`config.mk`:
```
export PLATFORM = sky130hd
export DESIGN_NAME = register_file_pairs_flat
export DESIGN_NICKNAME = d
export VERILOG_FILES = /design/src/rtl/register_file_pairs_pkg.sv /design/src/rtl/register_file_pairs_if.sv /design/src/rtl/register_file_pairs_reg_next_state.sv /design/src/rtl/register_file_pairs.sv /design/src/flat_wrapper.sv
export SDC_FILE = /design/constraint.sdc
export NUM_CORES = 1
export LEC_CHECK = 0
export CORE_UTILIZATION = 45
export DETAILED_ROUTE_END_ITERATION = 7
export GPL_ROUTABILITY_DRIVEN = 0
export HOLD_SLACK_MARGIN = 0.06
export PLACE_DENSITY = 0.74
export REMOVE_ABC_BUFFERS = 1
export SETUP_SLACK_MARGIN = 0.3
export SLEW_MARGIN = 5
export SYNTH_ARGS = -nofsm -noshare
export SYNTH_HDL_FRONTEND = slang
export SYNTH_SLANG_ARGS = --single-unit
export TNS_END_PERCENT = 10
```
`constraint.sdc`:
```
create_clock -name clk -period 7.65 [get_ports clk]
set_input_delay 1.9125 -clock clk [delete_from_list [all_inputs] [get_ports clk]]
set_output_delay 1.9125 -clock clk [all_outputs]
set_load 0.005 [all_outputs]
```
`src/rtl/register_file_pairs_pkg.sv`:
```
// Shared types and constants for the paired-register CPU register file.
// Register and pair select encodings match the decoder's field layout.
package register_file_pairs_pkg;

    localparam int unsigned NUM_REGS = 8;
    localparam int unsigned FLAG_W   = 4;
    localparam int unsigned FLAG_Z   = 3;
    localparam int unsigned FLAG_N   = 2;
    localparam int unsigned FLAG_H   = 1;
    localparam int unsigned FLAG_C   = 0;

    typedef enum logic [2:0] {
        REG_B = 3'd0,
        REG_C = 3'd1,
        REG_D = 3'd2,
        REG_E = 3'd3,
        REG_H = 3'd4,
        REG_L = 3'd5,
        REG_F = 3'd6,
        REG_A = 3'd7
    } reg8_sel_t;

    typedef enum logic [1:0] {
        PAIR_BC = 2'd0,
        PAIR_DE = 2'd1,
        PAIR_HL = 2'd2,
        PAIR_SP = 2'd3
    } pair_sel_t;

    // High byte of a pair; the SP encoding maps to AF for byte-addressed pair writes.
    function automatic reg8_sel_t pair_hi(input pair_sel_t p);
        case (p)
            PAIR_BC: pair_hi = REG_B;
            PAIR_DE: pair_hi = REG_D;
            PAIR_HL: pair_hi = REG_H;
            default: pair_hi = REG_A;
        endcase
    endfunction

    function automatic reg8_sel_t pair_lo(input pair_sel_t p);
        case (p)
            PAIR_BC: pair_lo = REG_C;
            PAIR_DE: pair_lo = REG_E;
            PAIR_HL: pair_lo = REG_L;
            default: pair_lo = REG_F;
        endcase
    endfunction

endpackage

```
`src/rtl/register_file_pairs_if.sv`:
```
// Control/read bus between the decoder/control FSM (master) and the register file (slave).
interface register_file_pairs_if #(
    parameter int unsigned DW = 8
);
    import register_file_pairs_pkg::*;

    logic              wr8_en;
    reg8_sel_t         wr8_sel;
    logic [DW-1:0]     wr8_data;
    logic              wr16_en;
    pair_sel_t         wr16_sel;
    logic              wr16_af;
    logic [2*DW-1:0]   wr16_data;
    logic              idu_en;
    logic              idu_dec;
    pair_sel_t         idu_sel;
    logic [FLAG_W-1:0] flags_we;
    logic [FLAG_W-1:0] flags_in;
    reg8_sel_t         rd_selA;
    reg8_sel_t         rd_selB;
    logic [DW-1:0]     rd_outA;
    logic [DW-1:0]     rd_outB;
    pair_sel_t         rd16_sel;
    logic [2*DW-1:0]   rd16_out;
    logic [2*DW-1:0]   sp;
    logic [FLAG_W-1:0] flags;
    logic [8*DW-1:0]   window;

    modport master (
        output wr8_en, wr8_sel, wr8_data,
        output wr16_en, wr16_sel, wr16_af, wr16_data,
        output idu_en, idu_dec, idu_sel,
        output flags_we, flags_in,
        output rd_selA, rd_selB, rd16_sel,
        input  rd_outA, rd_outB, rd16_out, sp, flags, window
    );

    modport slave (
        input  wr8_en, wr8_sel, wr8_data,
        input  wr16_en, wr16_sel, wr16_af, wr16_data,
        input  idu_en, idu_dec, idu_sel,
        input  flags_we, flags_in,
        input  rd_selA, rd_selB, rd16_sel,
        output rd_outA, rd_outB, rd16_out, sp, flags, window
    );

endinterface

```
`src/rtl/register_file_pairs_reg_next_state.sv`:
```
// Combinational next-state for all registers: applies wr8, IDU, wr16 and flag
// updates in ascending priority so later assignments win on overlapping bytes.
module reg_next_state
    import register_file_pairs_pkg::*;
#(
    parameter int unsigned DW = 8
) (
    input  logic [NUM_REGS-1:0][DW-1:0] regs_cur,
    input  logic [2*DW-1:0]             sp_cur,
    input  logic                        wr8_en,
    input  reg8_sel_t                   wr8_sel,
    input  logic [DW-1:0]               wr8_data,
    input  logic                        wr16_en,
    input  pair_sel_t                   wr16_sel,
    input  logic                        wr16_af,
    input  logic [2*DW-1:0]             wr16_data,
    input  logic                        idu_en,
    input  logic                        idu_dec,
    input  pair_sel_t                   idu_sel,
    input  logic [FLAG_W-1:0]           flags_we,
    input  logic [FLAG_W-1:0]           flags_in,
    output logic [NUM_REGS-1:0][DW-1:0] regs_nxt,
    output logic [2*DW-1:0]             sp_nxt
);

    logic [2*DW-1:0] idu_old;
    logic [2*DW-1:0] idu_new;

    // IDU operand is always the registered pair value, never a same-cycle write.
    always_comb begin
        idu_old = '0;
        if (idu_sel == PAIR_SP) begin
            idu_old = sp_cur;
        end else begin
            idu_old = {regs_cur[pair_hi(idu_sel)], regs_cur[pair_lo(idu_sel)]};
        end
        idu_new = idu_dec ? (idu_old - (2*DW)'(1)) : (idu_old + (2*DW)'(1));
    end

    always_comb begin
        regs_nxt = regs_cur;
        sp_nxt   = sp_cur;

        if (wr8_en) begin
            regs_nxt[wr8_sel] = wr8_data;
        end

        if (idu_en) begin
            if (idu_sel == PAIR_SP) begin
                sp_nxt = idu_new;
            end else begin
                regs_nxt[pair_hi(idu_sel)] = idu_new[2*DW-1:DW];
                regs_nxt[pair_lo(idu_sel)] = idu_new[DW-1:0];
            end
        end

        // Pair select 3 targets SP unless wr16_af redirects it to AF.
        if (wr16_en) begin
            if ((wr16_sel == PAIR_SP) && !wr16_af) begin
                sp_nxt = wr16_data;
            end else begin
                regs_nxt[pair_hi(wr16_sel)] = wr16_data[2*DW-1:DW];
                regs_nxt[pair_lo(wr16_sel)] = wr16_data[DW-1:0];
            end
        end

        // Flags live in the top nibble of F; per-bit enables override everything.
        for (int i = 0; i < int'(FLAG_W); i++) begin
            if (flags_we[i]) begin
                regs_nxt[REG_F][DW-FLAG_W+i] = flags_in[i];
            end
        end

        for (int i = 0; i < int'(DW - FLAG_W); i++) begin
            regs_nxt[REG_F][i] = 1'b0;
        end
    end

endmodule

```
`src/rtl/register_file_pairs.sv`:
```
// GameBoy CPU register file with 16-bit pair access, IDU, per-flag enables and
// optional same-cycle write-to-read bypass.
module register_file_pairs
    import register_file_pairs_pkg::*;
#(
    parameter int unsigned     DW       = 8,
    parameter bit              BYPASS   = 1'b1,
    parameter logic [2*DW-1:0] RESET_SP = 16'hFFFE,
    parameter logic [DW-1:0]   RESET_A  = 8'h01
) (
    input logic                 clk,
    input logic                 rst,
    register_file_pairs_if.slave bus
);

    logic [NUM_REGS-1:0][DW-1:0] regs_q;
    logic [NUM_REGS-1:0][DW-1:0] regs_nxt;
    logic [NUM_REGS-1:0][DW-1:0] rd_src;
    logic [2*DW-1:0]             sp_q;
    logic [2*DW-1:0]             sp_nxt;
    logic [2*DW-1:0]             sp_src;

    reg_next_state #(
        .DW (DW)
    ) u_next (
        .regs_cur  (regs_q),
        .sp_cur    (sp_q),
        .wr8_en    (bus.wr8_en),
        .wr8_sel   (bus.wr8_sel),
        .wr8_data  (bus.wr8_data),
        .wr16_en   (bus.wr16_en),
        .wr16_sel  (bus.wr16_sel),
        .wr16_af   (bus.wr16_af),
        .wr16_data (bus.wr16_data),
        .idu_en    (bus.idu_en),
        .idu_dec   (bus.idu_dec),
        .idu_sel   (bus.idu_sel),
        .flags_we  (bus.flags_we),
        .flags_in  (bus.flags_in),
        .regs_nxt  (regs_nxt),
        .sp_nxt    (sp_nxt)
    );

    always_ff @(posedge clk or posedge rst) begin
        if (rst) begin
            regs_q        <= '0;
            regs_q[REG_A] <= RESET_A;
            sp_q          <= RESET_SP;
        end else begin
            regs_q <= regs_nxt;
            sp_q   <= sp_nxt;
        end
    end

    // Bypass is suppressed during reset so reads show the reset values.
    always_comb begin
        rd_src = regs_q;
        sp_src = sp_q;
        if (BYPASS && !rst) begin
            rd_src = regs_nxt;
            sp_src = sp_nxt;
        end
    end

    always_comb begin
        bus.rd_outA  = rd_src[bus.rd_selA];
        bus.rd_outB  = rd_src[bus.rd_selB];
        bus.rd16_out = sp_src;
        if (bus.rd16_sel != PAIR_SP) begin
            bus.rd16_out = {rd_src[pair_hi(bus.rd16_sel)], rd_src[pair_lo(bus.rd16_sel)]};
        end
    end

    assign bus.sp     = sp_q;
    assign bus.flags  = regs_q[REG_F][DW-1 -: FLAG_W];
    assign bus.window = {regs_q[REG_L], regs_q[REG_H], regs_q[REG_F], regs_q[REG_E],
                         regs_q[REG_D], regs_q[REG_C], regs_q[REG_B], regs_q[REG_A]};

endmodule

```
`src/flat_wrapper.sv`:
```
// flat-port wrapper written by rule: the top's interface ports become plain ports
module register_file_pairs_flat import register_file_pairs_pkg::*;
#(
    parameter int unsigned     DW       = 8,
    parameter bit              BYPASS   = 1'b1,
    parameter logic [2*DW-1:0] RESET_SP = 16'hFFFE,
    parameter logic [DW-1:0]   RESET_A  = 8'h01
)
  (clk, rst, bus_wr8_en, bus_wr8_sel, bus_wr8_data, bus_wr16_en, bus_wr16_sel, bus_wr16_af, bus_wr16_data, bus_idu_en, bus_idu_dec, bus_idu_sel, bus_flags_we, bus_flags_in, bus_rd_selA, bus_rd_selB, bus_rd16_sel, bus_rd_outA, bus_rd_outB, bus_rd16_out, bus_sp, bus_flags, bus_window);
  register_file_pairs_if #(.DW(DW)) bus_i ();
  input logic clk;
  input logic rst;
  input wire logic [$bits(bus_i.wr8_en)-1:0] bus_wr8_en;
  input wire logic [$bits(bus_i.wr8_sel)-1:0] bus_wr8_sel;
  input wire logic [$bits(bus_i.wr8_data)-1:0] bus_wr8_data;
  input wire logic [$bits(bus_i.wr16_en)-1:0] bus_wr16_en;
  input wire logic [$bits(bus_i.wr16_sel)-1:0] bus_wr16_sel;
  input wire logic [$bits(bus_i.wr16_af)-1:0] bus_wr16_af;
  input wire logic [$bits(bus_i.wr16_data)-1:0] bus_wr16_data;
  input wire logic [$bits(bus_i.idu_en)-1:0] bus_idu_en;
  input wire logic [$bits(bus_i.idu_dec)-1:0] bus_idu_dec;
  input wire logic [$bits(bus_i.idu_sel)-1:0] bus_idu_sel;
  input wire logic [$bits(bus_i.flags_we)-1:0] bus_flags_we;
  input wire logic [$bits(bus_i.flags_in)-1:0] bus_flags_in;
  input wire logic [$bits(bus_i.rd_selA)-1:0] bus_rd_selA;
  input wire logic [$bits(bus_i.rd_selB)-1:0] bus_rd_selB;
  input wire logic [$bits(bus_i.rd16_sel)-1:0] bus_rd16_sel;
  output wire logic [$bits(bus_i.rd_outA)-1:0] bus_rd_outA;
  output wire logic [$bits(bus_i.rd_outB)-1:0] bus_rd_outB;
  output wire logic [$bits(bus_i.rd16_out)-1:0] bus_rd16_out;
  output wire logic [$bits(bus_i.sp)-1:0] bus_sp;
  output wire logic [$bits(bus_i.flags)-1:0] bus_flags;
  output wire logic [$bits(bus_i.window)-1:0] bus_window;
  assign bus_i.wr8_en = bus_wr8_en;
  assign bus_i.wr8_sel = bus_wr8_sel;
  assign bus_i.wr8_data = bus_wr8_data;
  assign bus_i.wr16_en = bus_wr16_en;
  assign bus_i.wr16_sel = bus_wr16_sel;
  assign bus_i.wr16_af = bus_wr16_af;
  assign bus_i.wr16_data = bus_wr16_data;
  assign bus_i.idu_en = bus_idu_en;
  assign bus_i.idu_dec = bus_idu_dec;
  assign bus_i.idu_sel = bus_idu_sel;
  assign bus_i.flags_we = bus_flags_we;
  assign bus_i.flags_in = bus_flags_in;
  assign bus_i.rd_selA = bus_rd_selA;
  assign bus_i.rd_selB = bus_rd_selB;
  assign bus_i.rd16_sel = bus_rd16_sel;
  assign bus_rd_outA = bus_i.rd_outA;
  assign bus_rd_outB = bus_i.rd_outB;
  assign bus_rd16_out = bus_i.rd16_out;
  assign bus_sp = bus_i.sp;
  assign bus_flags = bus_i.flags;
  assign bus_window = bus_i.window;
  register_file_pairs #(.DW(DW), .BYPASS(BYPASS), .RESET_SP(RESET_SP), .RESET_A(RESET_A)) u_core (.clk(clk), .rst(rst), .bus(bus_i));
endmodule
```
# == After elaboration in Yosys (flattened, before gate mapping) ==
# Cells that the tools add are included.
# totals
memories,0
inputBits,54
ff_bits,76
latchBits,0
rom_bits,0
elab_cells,107
out_inout_bits,116
ramBits,0
# classes
reduce_logical,10
bitwise_logic,0
eq_ne,9
muxes,61
mul,0
n_lt_le_gt_ge,16
add_sub_neg,2
shift,0
div,0
# op_table
operator,count
2-to-1 mux 64 bit,6
bitwise mux 64 bit,5
binary-select mux 8 bit (select 3 bit),6
2-to-1 mux 16 bit,8
demux 8 bit (select 3 bit),5
2-to-1 mux 8 bit,11
case mux 3 bit (3 select lines),6
"less-than comparator 3 x 4 -> 1 bit, second input constant",11
2-to-1 mux 3 bit,10
"adder 16 x 1 -> 16 bit, second input constant",1
"subtractor 16 x 1 -> 16 bit, second input constant",1
"greater-or-equal comparator 3 x 1 -> 1 bit, second input constant",5
"equality test 2 bit, second input constant",5
"equality test 2 x 1 -> 1 bit, second input constant",3
logical AND 1 bit,6
zero test 2 bit,3
2-to-1 mux 1 bit,4
"!= test 2 bit, second input constant",1
zero test 1 bit,1

# == Longest topological paths before layout ==
# Gate-level depths: netlist of run 1.
# depth
ltp_word,21
depth_mapped,14

# == Cells and area by module ==
# From an unflattened synthesis of run 1, not the netlist that was laid out.
# hier_totals
cells_unflattened,846
area_unflattened_um2,8562.0
# by_module_without_submodules
module,n_inst,cells_per_inst,seq_area_each_um2,area_per_inst_um2
register_file_pairs,1,313,2021.9,4949.7
reg_next_state,1,533,0.0,3612.2

# == Least setup slack after synthesis of run 1 ==
# OpenSTA, ideal clock, no wires.
# synth_path
path_type,input to output
start,input port rst
end,output port bus_rd16_out[12]
path_slack_ns,-0.165
path_stages,7
required_time_ns,5.738
arrival_ns,5.903
path_cell_list,clkinv_1 -> buf_1 -> clkbuf_1 -> buf_1 -> mux4_2 -> nand2_1 -> o21ai_0
# synth_between
elab_chain_cells,4
# synth_rtl
item,line,rtl
start: declaration,flat_wrapper.sv:12,input logic rst;
2-to-1 mux 64 bit,register_file_pairs.sv:59,if (BYPASS && !rst) begin
binary-select mux 8 bit (select 3 bit),register_file_pairs.sv:70,"bus.rd16_out = {rd_src[pair_hi(bus.rd16_sel)], rd_src[pair_lo(bus.rd16_sel)]};"
2-to-1 mux 8 bit (not written as such),register_file_pairs.sv:70,
2-to-1 mux 16 bit *,register_file_pairs.sv:69,if (bus.rd16_sel != PAIR_SP) begin
end: declaration,flat_wrapper.sv:30,output wire logic [$bits(bus_i.rd16_out)-1:0] bus_rd16_out;
# Every way passes the cells marked *; elsewhere a longest branch is shown, timed or not. The select of a mux whose other input is x is not followed.

==> run metrics, run 1 <==
result of the run complete, no violations; source of the worst hold timing path u_core.bus.sp[3]$_DFF_PP1_; Post-Syn Instances 1053; type of the setup path with the least slack input port to output pin; final net count 1370; clock input transition at the sequential cells of the worst setup and hold paths 0.06 ns; clock latency on the worst-skew pair 0.36 ns; number of buffers added by the clock tree synthesis step 9; achievable clock frequency 132 MHz; top post-synthesis cells by area sky130_fd_sc_hd__dfrtp_1, sky130_fd_sc_hd__mux2i_1, sky130_fd_sc_hd__mux4_2; transition time of the tightest slew-check pin 0.890 ns; Worst Skew 0.00739 ns; post-route DRC violation count 0; class of the most critical hold timing path flip-flop to flip-flop; Critical Path Source Type input port; Crit. Startpoint bus_idu_sel[0]; Worst IR Drop VDD 188 uV; ratio of final minimum period to clock period 99.1%; register-to-register path setup slack 4.36 ns; fraction of post-synthesis cell area in the top cell type by area 17.6%; total power draw 3.63 mW; max-capacitance violation count 0; global-route wire length before repair 58900 um; number of routed nets with antenna violations 0; proportion of synthesized chip area in sequential cells 22.5%; number of antenna violations at the first check in global routing 3; most instantiated flip-flop cell in the synthesis netlist sky130_fd_sc_hd__dfrtp_1; unrepaired setup endpoints after global routing yes; post-synthesis area per instance 8.12 um2; area of the die 19500 um2; CP max FO 6; number of placement rows 50; I/O pin cnt 170; final core area utilization 64.3%; DR vias/cell 6.90; worst reg2reg startpoint u_core.bus.window[18]$_DFF_PP0_; CTS H-tree depth 3; depth of the worst register-to-register path 13; number of distinct standard cells referenced by the synthesized netlist 75; detailed-router iteration count before antenna repair 7; leakage power 5.11 nW; largest net degree at the start of global routing 76; iteration-0 DRC count of the detailed router 2049; endpoint class of the critical path output pin; most frequent cell after synthesis sky130_fd_sc_hd__nand2_1; biggest area consumer among synthesized cells sky130_fd_sc_hd__dfrtp_1; count of input and output buffers 165; Setup Viol. Count Final 0; share of flip-flops with an asynchronous set or reset 100%; core region area 18600 um2; clock tree from TritonCTS done; max-slew violation total from the final report 0; vias in the first global route 10.0k; total routing usage reported by global routing 40.1%; power density over the cells 303 nW/um2; reg-to-reg critical path endpoint u_core.bus.sp[15]$_DFF_PP1_; capturing instance or port of the critical path bus_rd_outA[4]; Routed wire per std cell 25.9 um; count of final hold-check violations 0; crit path DAT 5.67 ns; sum of routed wire length over all layers 39800 um; horizontal extent of the die 140 um; fraction of final layout cells with drive strength greater than 1 24.1%; time the final worst path needs with I/O delays and setup 7.58 ns; netlist area before placement 8550 um2; initial standard-cell utilization of the core 45.8%; CTS sink cnt 76; Req. time, crit path 5.74 ns; Clock Tree Root sky130_fd_sc_hd__clkbuf_16; warnings from Yosys 0; Clock Path Buffers 2; flop and latch count out of synthesis 76; vias after detailed routing 10.6k; chip height 140 um; Area growth syn-to-layout 40.2%; number of flops mapped to enable cells by yosys 0; sum of net half-perimeters after detailed placement 28100 um; worst slew margin relative to its limit 40.7%; Remaining Overflow, GRT 0; most numerous cell types in the synthesized netlist sky130_fd_sc_hd__nand2_1, sky130_fd_sc_hd__nor2_1, sky130_fd_sc_hd__mux2i_1, sky130_fd_sc_hd__a21oi_1, sky130_fd_sc_hd__o21ai_0
-- cells in the final DEF (no fill, tap or decap), types with 5 or more instances in the layout --
cell / instances
sky130_fd_sc_hd__a2111oi_0: 7
sky130_fd_sc_hd__a211oi_1: 25
sky130_fd_sc_hd__a21o_1: 16
sky130_fd_sc_hd__a21oi_1: 73
sky130_fd_sc_hd__a21oi_2: 5
sky130_fd_sc_hd__a221oi_1: 7
sky130_fd_sc_hd__a31oi_1: 9
sky130_fd_sc_hd__and2_1: 5
sky130_fd_sc_hd__and3_1: 8
sky130_fd_sc_hd__buf_4: 152
sky130_fd_sc_hd__clkbuf_16: 9
sky130_fd_sc_hd__clkdlybuf4s50_1: 154
sky130_fd_sc_hd__dfrtp_1: 60
sky130_fd_sc_hd__dfstp_2: 16
sky130_fd_sc_hd__dlygate4sd2_1: 7
sky130_fd_sc_hd__ha_1: 14
sky130_fd_sc_hd__inv_1: 16
sky130_fd_sc_hd__mux2_2: 33
sky130_fd_sc_hd__mux2i_1: 90
sky130_fd_sc_hd__mux4_2: 30
sky130_fd_sc_hd__nand2_1: 127
sky130_fd_sc_hd__nand2b_1: 13
sky130_fd_sc_hd__nand3_1: 18
sky130_fd_sc_hd__nand3b_1: 5
sky130_fd_sc_hd__nand4_1: 5
sky130_fd_sc_hd__nor2_1: 110
sky130_fd_sc_hd__nor2b_1: 12
sky130_fd_sc_hd__nor3_1: 14
sky130_fd_sc_hd__nor3_2: 5
sky130_fd_sc_hd__o211ai_1: 17
sky130_fd_sc_hd__o21a_1: 6
sky130_fd_sc_hd__o21ai_0: 65
sky130_fd_sc_hd__o221ai_1: 8
sky130_fd_sc_hd__o22ai_1: 16
sky130_fd_sc_hd__o31ai_1: 7
sky130_fd_sc_hd__xnor2_1: 6
sky130_fd_sc_hd__xor2_1: 7
-- metal layers --
metal | global-route usage [%] | routed length (um)
met5 | 0 | 0
met4 | 29.8 | 3330
met3 | 13.6 | 6140
met2 | 58.0 | 16400
met1 | 49.5 | 13900
-- what timing repair did --
action / CTS / global route
gates cloned: 2 / 0
hold endpoints to repair: 0 / 0
endpoints found under the setup margin: 31 / 28
pin swaps: 20 / 3
hold buffers: 0 / 0
resized for setup: 63 / 9
buffers inserted: 9 / 1
-- cells by family after synthesis --
logic type	after synthesis	synth area share [%]
compound gates	328	26.0
xor+xnor	14	1.43
fa+ha+maj	20	3.02
buf+inv	111	5.27
flops	76	22.5
mux	155	23.2
other cells	1	0.0439
simple gates	348	18.5
-- how the worst min path moves through the flow --
stage	endpoint	slack, ns	cells after the start
floorplan	u_core.bus.sp[3]$_DFF_PP1_	0.51	2
global placement	u_core.bus.sp[3]$_DFF_PP1_	0.55	2
detailed placement	u_core.bus.sp[3]$_DFF_PP1_	0.56	2
CTS	u_core.bus.sp[3]$_DFF_PP1_	0.57	2
global route	u_core.bus.sp[3]$_DFF_PP1_	0.59	2
finish	u_core.bus.sp[3]$_DFF_PP1_	0.58	2
-- final cells by class --
type | instances | area (um2)
diodes | 1 | 2.50
clock buffers | 10 | 239
clock inverters | 6 | 87.6
fillers | 1554 | 6660
inverters | 17 | 68.8
multi-input cells | 869 | 6450
flip-flops and latches | 76 | 1920
well taps | 234 | 293
repair buffers | 323 | 2920
-- registers in the layout, summed over array words and instances (netlist names) --
register,count
u_core.bus.window,56
u_core.bus.sp,16
u_core.bus.flags,4
-- worst max-delay path: stages --
cell                              delay (ns)
sky130_fd_sc_hd__buf_4                  0.14
sky130_fd_sc_hd__buf_12                 0.15
sky130_fd_sc_hd__mux4_2                 0.55
sky130_fd_sc_hd__ha_1                   0.35
sky130_fd_sc_hd__a21oi_2                0.24
sky130_fd_sc_hd__buf_4                  0.15
sky130_fd_sc_hd__nand2_1                0.08
sky130_fd_sc_hd__xor2_1                 0.33
sky130_fd_sc_hd__a21oi_1                0.13
sky130_fd_sc_hd__o21ai_0                0.45
sky130_fd_sc_hd__a311oi_1               0.18
sky130_fd_sc_hd__and3_1                 0.25
sky130_fd_sc_hd__a211oi_2               0.19
sky130_fd_sc_hd__clkdlybuf4s50_1        0.54
-- power breakdown --
part | internal, mW | total (mW) | switching [mW]
clock | 0.295 | 0.494 | 0.199
sequential | 0.571 | 0.795 | 0.224
combinational | 1.25 | 2.34 | 1.09
total | 2.12 | 3.63 | 1.51
-- metrics by stage --
| step | hold slack (ns) | setup TNS [ns] | worst slack [ns] | instance area (um2) | cells |
|---|---|---|---|---|---|
| final | 0.576 | 0 | 0.0700 | 12000 | 1536 |
| after global routing | 0.593 | -0.0297 | -0.0131 | 12000 | 1535 |
| after CTS | 0.568 | 0 | 0.226 | 11900 | 1534 |
| after detailed placement | 0.559 | -7.37 | -0.427 | 11300 | 1507 |
| after global placement | 0.553 | -6.23 | -0.389 | 11300 | 1507 |
| after floorplan | 0.505 | -14.84 | -0.899 | 8170 | 962 |
Power figures use the tool's default switching activity.
==> run 2, diff against run 1 <==
--- a/config.mk
+++ b/config.mk
@@ -5,6 +5,7 @@
 export SDC_FILE = /design/constraint.sdc
 export NUM_CORES = 1
 export LEC_CHECK = 0
+export ABC_AREA = 1
 export CORE_UTILIZATION = 45
 export DETAILED_ROUTE_END_ITERATION = 7
 export GPL_ROUTABILITY_DRIVEN = 0
==> run metrics, run 2 <==
final net count 1749; number of buffers added by the clock tree synthesis step 9; area of the die 19900 um2; most instantiated flip-flop cell in the synthesis netlist sky130_fd_sc_hd__dfrtp_1; chip height 141 um; final core area utilization 61.0%; vias after detailed routing 12.1k; post-route DRC violation count 2; Req. time, crit path 5.74 ns; clock tree from TritonCTS done; Remaining Overflow, GRT 0; ratio of final minimum period to clock period 95.0%; total routing usage reported by global routing 42.2%; clock input transition at the sequential cells of the worst setup and hold paths 0.07 ns; Post-Syn Instances 1491; proportion of synthesized chip area in sequential cells 22.1%; transition time of the tightest slew-check pin 0.960 ns; result of the run complete, but fails checks; largest net degree at the start of global routing 77; most frequent cell after synthesis sky130_fd_sc_hd__nand2_1; leakage power 5.84 nW; I/O pin cnt 170; CP max FO 11; Worst IR Drop VDD 135 uV; fraction of final layout cells with drive strength greater than 1 12.5%; vias in the first global route 11.2k; type of the setup path with the least slack input port to output pin; Clock Tree Root sky130_fd_sc_hd__clkbuf_16; Area growth syn-to-layout 31.7%; sum of net half-perimeters after detailed placement 30300 um; violations in the final reports design-rule violations; unrepaired setup endpoints after global routing yes; iteration-0 DRC count of the detailed router 2065; top post-synthesis cells by area sky130_fd_sc_hd__nand2_1, sky130_fd_sc_hd__dfrtp_1, sky130_fd_sc_hd__nand3_1; netlist area before placement 8710 um2; worst setup margin 0.381 ns; max-slew violation total from the final report 0; detailed-router iteration count before antenna repair 8; warnings from Yosys 0; hold buffers post-CTS 0; DR vias/cell 6.24; class of the most critical hold timing path flip-flop to flip-flop; count of final hold-check violations 0; fraction of post-synthesis cell area in the top cell type by area 19.0%; Setup TNS Final 0 ns; Setup Viol. Count Final 0; clock latency on the worst-skew pair 0.37 ns; Post-Place Worst Slack -0.0960 ns; number of flip-flops in the largest register 56; flop and latch count out of synthesis 76; Critical Path Source Type input port; Clock Path Buffers 2; post-synthesis area per instance 5.84 um2; number of flops mapped to enable cells by yosys 0; Routed wire per std cell 21.8 um; power density over the cells 218 nW/um2; biggest area consumer among synthesized cells sky130_fd_sc_hd__nand2_1; endpoint class of the critical path output pin; time the final worst path needs with I/O delays and setup 7.27 ns; number of antenna cells inserted 0; global-route wire length before repair 62800 um; CTS sink cnt 76; number of placement rows 50; number of antenna violations at the first check in global routing 0; achievable clock frequency 138 MHz; initial standard-cell utilization of the core 46.3%; horizontal extent of the die 141 um; share of flip-flops with an asynchronous set or reset 100%; most frequent standard cell in the layout excluding fill and tap cells sky130_fd_sc_hd__nand2_1; crit path DAT 5.36 ns; count of input and output buffers 165; worst slew margin relative to its limit 36.0%; number of distinct standard cells referenced by the synthesized netlist 49; core region area 18800 um2; most numerous cell types in the synthesized netlist sky130_fd_sc_hd__nand2_1, sky130_fd_sc_hd__inv_1, sky130_fd_sc_hd__nand3_1, sky130_fd_sc_hd__o21ai_0, sky130_fd_sc_hd__a21oi_1; sum of routed wire length over all layers 42300 um; commonest cells after routing, fill and taps aside sky130_fd_sc_hd__nand2_1, sky130_fd_sc_hd__inv_1, sky130_fd_sc_hd__clkdlybuf4s50_1, sky130_fd_sc_hd__nand3_1, sky130_fd_sc_hd__o21ai_0; Worst Skew 0.0128 ns; CTS H-tree depth 3; number of routed nets with antenna violations 0; max-capacitance violation count 0
-- run 2: per-stage QoR --
stage | hold slack, ns | power (mW) | instance area, um2 | std cells
final | 0.549 | 2.51 | 11500 | 1940
after CTS | 0.544 | 2.40 | 11300 | 1935
after floorplan | 0.506 | 1.27 | 8330 | 1415
after global placement | 0.522 | 1.89 | 10900 | 1917
after detailed placement | 0.527 | 1.91 | 10900 | 1917
after global routing | 0.579 | 2.63 | 11500 | 1940
-- run 2: final timing paths --
kind | from | slack, ns | cells after the start | to
setup / recovery | bus_idu_sel[0] | 0.38 | 21 | bus_rd_outA[4]
hold / removal | u_core.bus.sp[8]$_DFF_PP1_ | 0.55 | 2 | u_core.bus.sp[8]$_DFF_PP1_
setup reg to reg | u_core.bus.window[56]$_DFF_PP0_ | 4.86 | 16 | u_core.bus.window[52]$_DFF_PP0_
hold reg to reg | u_core.bus.sp[8]$_DFF_PP1_ | 0.55 | 2 | u_core.bus.sp[8]$_DFF_PP1_
max in group asynchronous | rst | 5.26 | 3 | u_core.bus.sp[2]$_DFF_PP1_
min in group asynchronous | rst | 1.62 | 2 | u_core.bus.window[23]$_DFF_PP0_
-- run 2: logic make-up after synthesis --
group,Yosys count,share of synthesized area (%)
and+or+nand+nor,734,36.2
xor gates and xnor gates,4,0.402
DFF,76,22.1
other,1,0.0430
AOI/OAI and AO/OA,358,24.1
adders and majority gates,20,2.96
buffers and inverters,294,13.7
muxes,4,0.460
-- run 2: critical path, stage by stage --
cell and delay, ns:
sky130_fd_sc_hd__clkbuf_2 0.17, sky130_fd_sc_hd__inv_2 0.14, sky130_fd_sc_hd__nand2_8 0.11, sky130_fd_sc_hd__buf_4 0.15, sky130_fd_sc_hd__buf_4 0.12, sky130_fd_sc_hd__o22ai_1 0.10
sky130_fd_sc_hd__o22ai_1 0.12, sky130_fd_sc_hd__ha_1 0.34, sky130_fd_sc_hd__nand2_2 0.12, sky130_fd_sc_hd__a21oi_1 0.07, sky130_fd_sc_hd__nor2_1 0.20, sky130_fd_sc_hd__nand4_1 0.24
sky130_fd_sc_hd__buf_4 0.21, sky130_fd_sc_hd__nand3_1 0.08, sky130_fd_sc_hd__o211ai_1 0.08, sky130_fd_sc_hd__a22oi_1 0.20, sky130_fd_sc_hd__nand2_1 0.16, sky130_fd_sc_hd__nand3_1 0.10
sky130_fd_sc_hd__a21oi_1 0.08, sky130_fd_sc_hd__nor2_1 0.12, sky130_fd_sc_hd__clkdlybuf4s50_1 0.52
-- run 2: where the power goes --
group / switching [mW] / internal (mW)
clock: 0.199 / 0.286
combinational: 0.773 / 0.602
sequential: 0.131 / 0.516
-- run 2: final cells by class --
class	instances	area [um2]
multi-input cells	1124	5800
fillers	1839	7350
inverters	215	813
flip-flops and latches	76	1920
clock inverters	6	88.8
well taps	260	325
clock buffers	10	229
repair buffers	249	2290
-- run 2: metal layers --
layer  share of wire [%]  routed length [um]  track usage (%)  vias up
met5                   0                   0                0        -
met4                 9.6                4060             32.8        0
met3                  17                7180             13.4      343
met2                  39               16500             61.3     1173
met1                  34               14600             51.8     5296
li1                    -                   -                -     5284
-- run 2: repair_timing --
action,CTS,global route
gates resized for setup,11,40
pin swaps,1,13
endpoints found under the setup margin,28,28
setup buffers,2,5
